[src/rtl/serial_add_pkg.sv]
// Shared constants, state encoding and handshake bundle for the nibble-serial adder.
package serial_add_pkg;
  localparam int NIB_W = 4;

  localparam logic [1:0] S_IDLE = 2'd0;
  localparam logic [1:0] S_RUN  = 2'd1;
  localparam logic [1:0] S_DONE = 2'd2;

  typedef enum logic [1:0] {
    ST_IDLE = S_IDLE,
    ST_RUN  = S_RUN,
    ST_DONE = S_DONE
  } state_e;

  typedef struct packed {
    logic in_ready;
    logic out_valid;
    logic busy;
  } hs_t;

  // Handshake outputs are a pure decode of the registered state.
  function automatic hs_t decode_hs(input state_e s);
    hs_t h;
    h.in_ready  = (s == ST_IDLE);
    h.out_valid = (s == ST_DONE);
    h.busy      = (s != ST_IDLE);
    return h;
  endfunction
endpackage

[src/rtl/cla.sv]
// 4-bit carry-lookahead slice: all carries formed directly from generate/propagate terms.
module cla (
  input  logic [3:0] a,
  input  logic [3:0] b,
  input  logic       cin,
  output logic [3:0] sum,
  output logic       cout
);
  logic [3:0] g;
  logic [3:0] p;
  logic [4:0] c;

  assign g = a & b;
  assign p = a ^ b;

  assign c[0] = cin;
  assign c[1] = g[0] | (p[0] & cin);
  assign c[2] = g[1] | (p[1] & g[0]) | (p[1] & p[0] & cin);
  assign c[3] = g[2] | (p[2] & g[1]) | (p[2] & p[1] & g[0]) | (p[2] & p[1] & p[0] & cin);
  assign c[4] = g[3] | (p[3] & g[2]) | (p[3] & p[2] & g[1]) | (p[3] & p[2] & p[1] & g[0])
              | (p[3] & p[2] & p[1] & p[0] & cin);

  assign sum  = p ^ c[3:0];
  assign cout = c[4];
endmodule

[src/rtl/serial_cla_adder.sv]
// WIDTH-bit adder that pushes one nibble per cycle through a single cla slice,
// carrying between nibbles through a register.
module serial_cla_adder
  import serial_add_pkg::*;
#(
  parameter int WIDTH = 32
) (
  input  logic             sys_clk,
  input  logic             sys_rst_n,
  input  logic             in_valid,
  output logic             in_ready,
  input  logic [WIDTH-1:0] a,
  input  logic [WIDTH-1:0] b,
  input  logic             cin,
  output logic             out_valid,
  input  logic             out_ready,
  output logic [WIDTH-1:0] sum,
  output logic             cout,
  output logic             busy
);
  localparam int NIBBLES = WIDTH / NIB_W;
  localparam int CW      = (NIBBLES > 1) ? $clog2(NIBBLES) : 1;
  localparam logic [CW-1:0] LAST = CW'(NIBBLES - 1);

  state_e           state_q, state_d;
  logic [WIDTH-1:0] opa_q, opa_d;
  logic [WIDTH-1:0] opb_q, opb_d;
  logic [WIDTH-1:0] sum_q, sum_d;
  logic             carry_q, carry_d;
  logic             cout_q, cout_d;
  logic [CW-1:0]    cnt_q, cnt_d;

  logic [NIB_W-1:0] nib_sum;
  logic             nib_cout;
  hs_t              hs;

  cla u_cla (
    .a    (opa_q[NIB_W-1:0]),
    .b    (opb_q[NIB_W-1:0]),
    .cin  (carry_q),
    .sum  (nib_sum),
    .cout (nib_cout)
  );

  always_comb begin
    state_d = state_q;
    opa_d   = opa_q;
    opb_d   = opb_q;
    sum_d   = sum_q;
    carry_d = carry_q;
    cout_d  = cout_q;
    cnt_d   = cnt_q;
    case (state_q)
      ST_IDLE: begin
        if (in_valid) begin
          opa_d   = a;
          opb_d   = b;
          carry_d = cin;
          cnt_d   = '0;
          sum_d   = '0;
          state_d = ST_RUN;
        end
      end
      ST_RUN: begin
        // Low nibble first; after NIBBLES shifts the sum sits right-aligned.
        sum_d   = {nib_sum, sum_q[WIDTH-1:NIB_W]};
        carry_d = nib_cout;
        opa_d   = opa_q >> NIB_W;
        opb_d   = opb_q >> NIB_W;
        cnt_d   = cnt_q + 1'b1;
        if (cnt_q == LAST) begin
          cout_d  = nib_cout;
          state_d = ST_DONE;
        end
      end
      ST_DONE: begin
        if (out_ready) state_d = ST_IDLE;
      end
      default: state_d = ST_IDLE;
    endcase
  end

  always_ff @(posedge sys_clk or negedge sys_rst_n) begin
    if (!sys_rst_n) begin
      state_q <= ST_IDLE;
      opa_q   <= '0;
      opb_q   <= '0;
      sum_q   <= '0;
      carry_q <= 1'b0;
      cout_q  <= 1'b0;
      cnt_q   <= '0;
    end else begin
      state_q <= state_d;
      opa_q   <= opa_d;
      opb_q   <= opb_d;
      sum_q   <= sum_d;
      carry_q <= carry_d;
      cout_q  <= cout_d;
      cnt_q   <= cnt_d;
    end
  end

  assign hs        = decode_hs(state_q);
  assign in_ready  = hs.in_ready;
  assign out_valid = hs.out_valid;
  assign busy      = hs.busy;
  assign sum       = sum_q;
  assign cout      = cout_q;
endmodule

[config.mk]
export PLATFORM = sky130hd
export DESIGN_NAME = serial_cla_adder
export DESIGN_NICKNAME = d
export VERILOG_FILES = /design/src/rtl/serial_add_pkg.sv /design/src/rtl/cla.sv /design/src/rtl/serial_cla_adder.sv
export SDC_FILE = /design/constraint.sdc
export NUM_CORES = 1
export LEC_CHECK = 0
export ABC_AREA = 1
export CAP_MARGIN = 20
export CORE_ASPECT_RATIO = 1.1
export CORE_MARGIN = 2
export CORE_UTILIZATION = 45
export CTS_CLUSTER_DIAMETER = 80
export DETAILED_ROUTE_END_ITERATION = 10
export GPL_ROUTABILITY_DRIVEN = 0
export HOLD_SLACK_MARGIN = 0.15
export PLACE_DENSITY = 0.76
export SLEW_MARGIN = 20
export SYNTH_ARGS = -nofsm -noshare
export SYNTH_HDL_FRONTEND = slang
export SYNTH_SLANG_ARGS = --single-unit
[constraint.sdc]
create_clock -name sys_clk -period 1.15 [get_ports sys_clk]
set_input_delay 0.2875 -clock sys_clk [delete_from_list [all_inputs] [get_ports sys_clk]]
set_output_delay 0.2875 -clock sys_clk [all_outputs]
set_load 0.1 [all_outputs]
# == Yosys cells after proc, flatten, opt, wreduce, memory -nomap -nowiden ==
# Index checks and enable logic that the tools add are counted.
# Widths: inputs -> output; s select.
# totals
reg_bits,103
input_bits,69
out_inout_bits,36
# classes
addsub,1
eq_ne,6
muxes,14
bitwise_logic,29
reduce_logical,6
# ops
cell,n
$pmux 32 s2,3
$mux 32,3
$and 1x1->1,16
$or 1x1->1,10
$xor 4x4->4,2
$mux 2,3
$pmux 2 s3,1
$pmux 3 s2,1
$and 4x4->4,1
$ne 2x2->1 const B,2
$reduce_and 2->1,2
$reduce_bool 2->1,2
$add 3x1->3 const B,1
$eq 3x3->1 const B,1
$mux 3,1
$reduce_and 3->1,1
$eq 2x1->1 const B,1
$eq 2x2->1 const B,1
$logic_not 2->1,1
$ne 2x1->1 const B,1
$pmux 1 s2,1
$mux 1,1

# == Longest topological paths before layout ==
# depth
ltp_word,7
mapped_depth,8

# == Cells and area by module ==
# A second synthesis with hierarchy kept.
# unflattened
hier_cells,713
area_unflattened_um2,5255.0
# modules_own_cells
module,instances,cells_each,area_per_inst_um2
serial_cla_adder,1,682,5066.1
cla,1,31,188.9

# == Worst setup path before layout ==
# No wires, ideal clock.
# synth_timing
path_kind,flip-flop to output port
from,register state_q[0]
to,output port busy
t_arrival_ns,2.972
required_ns,0.863
slack_ns,-2.110
path_stages_with_launch,3
cell_sequence,dfrtp_1 nor2_1 inv_1
# synth_via
elab_chain_cells,1
# synth_lines
item,line,rtl
start: declaration,serial_cla_adder.sv:25,"state_e state_q, state_d;"
start signal: assignment,serial_cla_adder.sv:93,state_q <= state_d;
$reduce_bool 2->1,serial_add_pkg.sv:26,h.busy = (s != ST_IDLE);
end: declaration,serial_cla_adder.sv:19,output logic busy
# Every way passes these cells.

# == Worst setup path after layout ==
# layout_timing
from,register state_q[1]
to,output port busy
# The elaborated chain is that of the path after synthesis.

==> flow_metrics.tcl <==
set metrics [dict create \
    finalMaxSlewViolations 0 \
    nets 780 \
    clk_latency_ns 0.40 \
    critPathMaxFanout 2 \
    start_kind "flop" \
    drive_above_1_share_pct 61.7 \
    slew_headroom_pct 52.1 \
    critPathArrivalTime_ns 1.50 \
    skew_ns 0.0166 \
    criticalPathCategory "flop to output port" \
    top_usage_layer "met2" \
    track_usage_pct 37.0 \
    yosysUniqueCellTypes 19 \
    drt_pass1_iterations 7 \
    synth-seq-cells 103 \
    layout.cells.non_filler 829 \
    wl_um 25300 \
    cts_max_level 3 \
    timing.final.ws_setup_ns -0.636 \
    synth_area_leader_cell "dfrtp_1" \
    drt_iter0_drc 650 \
    portBuffers 104 \
    setup_tns_ns -53.49 \
    cts_buffer_depth 2 \
    first_global_vias 5542 \
    ys_warn_count 0 \
    start_util_pct 46.1 \
    path_buf_inv 3 \
    min_period_over_period_pct 155 \
    dieArea_sq_mm 0.0109 \
    rrSetupSlack_ns -0.61 \
    crit_family "buffers and inverters" \
    met2_usage_pct 68.5 \
    cts_sinks 103 \
    dpl.hpwl_um 7990 \
    grt_pass1_wl_um 30000 \
    post-route-min-period_ns 1.79 \
    overflow 0 \
    hold_path_class "input pin to asynchronous set/reset pin" \
    area_growth_pct 104 \
    fmax_ghz 0.560 \
    setup.worst_path.end_class "output port" \
    avgRoutedWirePerCell_um 30.6 \
    final_hold_viol_count 0 \
    core-area_sq_mm 0.00984 \
    violations "negative setup slack" \
    synth-main-ff-cell "dfrtp_1" \
    async_flop_share_pct 100 \
    placed_cells 738 \
    setup_violations 139 \
    die_h_um 109 \
    yosys-top-cells-area "dfrtp_1 57%, nand2_1 8.8%, o21ai_0 6.9%" \
    antenna_found_initial 1 \
    cts-buffers-inserted 9 \
    netlist.area_leader.share_pct 56.8 \
    syn-mean-instance-area_sq_um 8.72 \
    synth-seq-area-share_pct 56.8 \
    cts_tree "built" \
    worst_ep_required_time_ns 0.86 \
    vias 5536 \
    root_buffer "clkbuf_8" \
    grt_max_degree 31 \
    netlist_area_sq_mm 0.00454 \
    ant_nets 0 \
    path_clk_slew_ns 0.11 \
    maxCapViolCount 0 \
    status "finished, violations left" \
    avgViaCountPerCell 6.68 \
    crit_chain "buf_6 -> nor2_4 -> inv_1 -> buf_12" \
    met1_usage_pct 37.8 \
    drc 0 \
    post-route-util_pct 93.9 \
    ioPinCount 105 \
    worst_pin_slew_ns 0.712 \
    slowest_delay_ns 0.45 \
    syn-num-nets 598 \
    crit_slowest_cell "dfrtp_1" \
    synth_edf_count 0 \
    die_x_um 99.8 \
    use_met3_pct 6.48 \
    syn-instance-count 521 \
    rsz0062_at_grt "true" \
    rows 38 \
]
-- routing by layer --
layer / part of all wire, % / vias up
li1: - / 2089
met1: 32 / 2696
met2: 48 / 542
met3: 10 / 209
met4: 9.9 / 0
met5: 0 / -
-- worst paths after layout --
path | end | cells after the start | from
max | busy | 4 | state_q[1]$_DFFE_PN0P_
min | sum[20]$_DFFE_PN0P_ | 2 | sys_rst_n
max reg2reg | opb_q[11]$_DFFE_PN0P_ | 11 | state_q[1]$_DFFE_PN0P_
min reg2reg | opa_q[28]$_DFFE_PN0P_ | 2 | opa_q[28]$_DFFE_PN0P_
max in group asynchronous | state_q[0]$_DFFE_PN0P_ | 3 | sys_rst_n
min in group sys_clk | opb_q[30]$_DFFE_PN0P_ | 3 | b[30]
-- metrics by stage --
| stage | cell area [sq um] | hold WS, ns | setup slack (ns) |
|---|---|---|---|
| finish | 9250 | 0.363 | -0.636 |
| floorplan | 4690 | -0.00809 | -0.784 |
| CTS | 8430 | 0.356 | -0.466 |
| global placement | 6360 | 0.195 | -0.423 |
| detailed placement | 6360 | 0.196 | -0.460 |
| global route | 9240 | 0.371 | -0.620 |
-- flip-flops by register name, summed over array words and instances (netlist names) --
name,flops
cout,1
opa_q,32
sum,32
state_q,2
cnt_q,3
carry_q,1
opb_q,32
-- layout make-up --
| type | instances | area, sq um |
|---|---|---|
| Multi-Input combinational cell | 345 | 3040 |
| Clock inverter | 6 | 42.5 |
| Tap cell | 120 | 150 |
| Clock buffer | 10 | 128 |
| Sequential cell | 103 | 2630 |
| Timing Repair Buffer | 204 | 3060 |
| Fill cell | 233 | 596 |
| Timing Repair inverter | 1 | 11.3 |
| Antenna cell | 1 | 2.50 |
| Inverter | 39 | 189 |
-- cell usage after synthesis (2+ instances only) --
library cell	count
a21oi_1	3
a22o_1	2
buf_2	12
buf_4	13
clkbuf_1	9
dfrtp_1	103
ha_1	7
inv_1	37
inv_2	2
nand2_1	106
nand2_2	2
nand3_1	15
nor2_1	63
o21ai_0	63
o21ai_1	58
o22ai_1	23
-- timing repair --
action | CTS | global route
resized for setup | 249 | 220
gates cloned | 28 | 4
setup buffers | 38 | 19
hold endpoints to repair | 103 | 0
pin swaps | 32 | 30
setup endpoints to repair | 138 | 139
hold buffers | 1 | 0
-- placed cells by master, fill, tap and decap left out, drive strengths merged --
cell / netlist / final
clkdlybuf4s50: 0 / 67
o22ai: 23 / 23
nor2: 63 / 63
clkinv: 0 / 3
o21ai: 121 / 121
clkinvlp: 0 / 2
a22o: 2 / 2
buf: 25 / 134
nand4: 1 / 1
dfrtp: 103 / 103
nand2: 108 / 108
a21oi: 3 / 3
dlygate4sd3: 0 / 1
clkbuf: 9 / 12
diode: 0 / 1
fa: 1 / 1
nand3: 15 / 15
o31ai: 1 / 1
inv: 39 / 41
ha: 7 / 7
-- logic make-up after synthesis --
logic type | Yosys count | synth area share (%)
and+or+nand+nor | 187 | 16.0
buffers and inverters | 73 | 7.44
DFF | 103 | 56.8
AOI/OAI and AO/OA | 150 | 17.4
adders and majority gates | 8 | 2.37
Power is not shown: default switching activity piles up to over one toggle a cycle in this logic, so the estimate is an artifact.
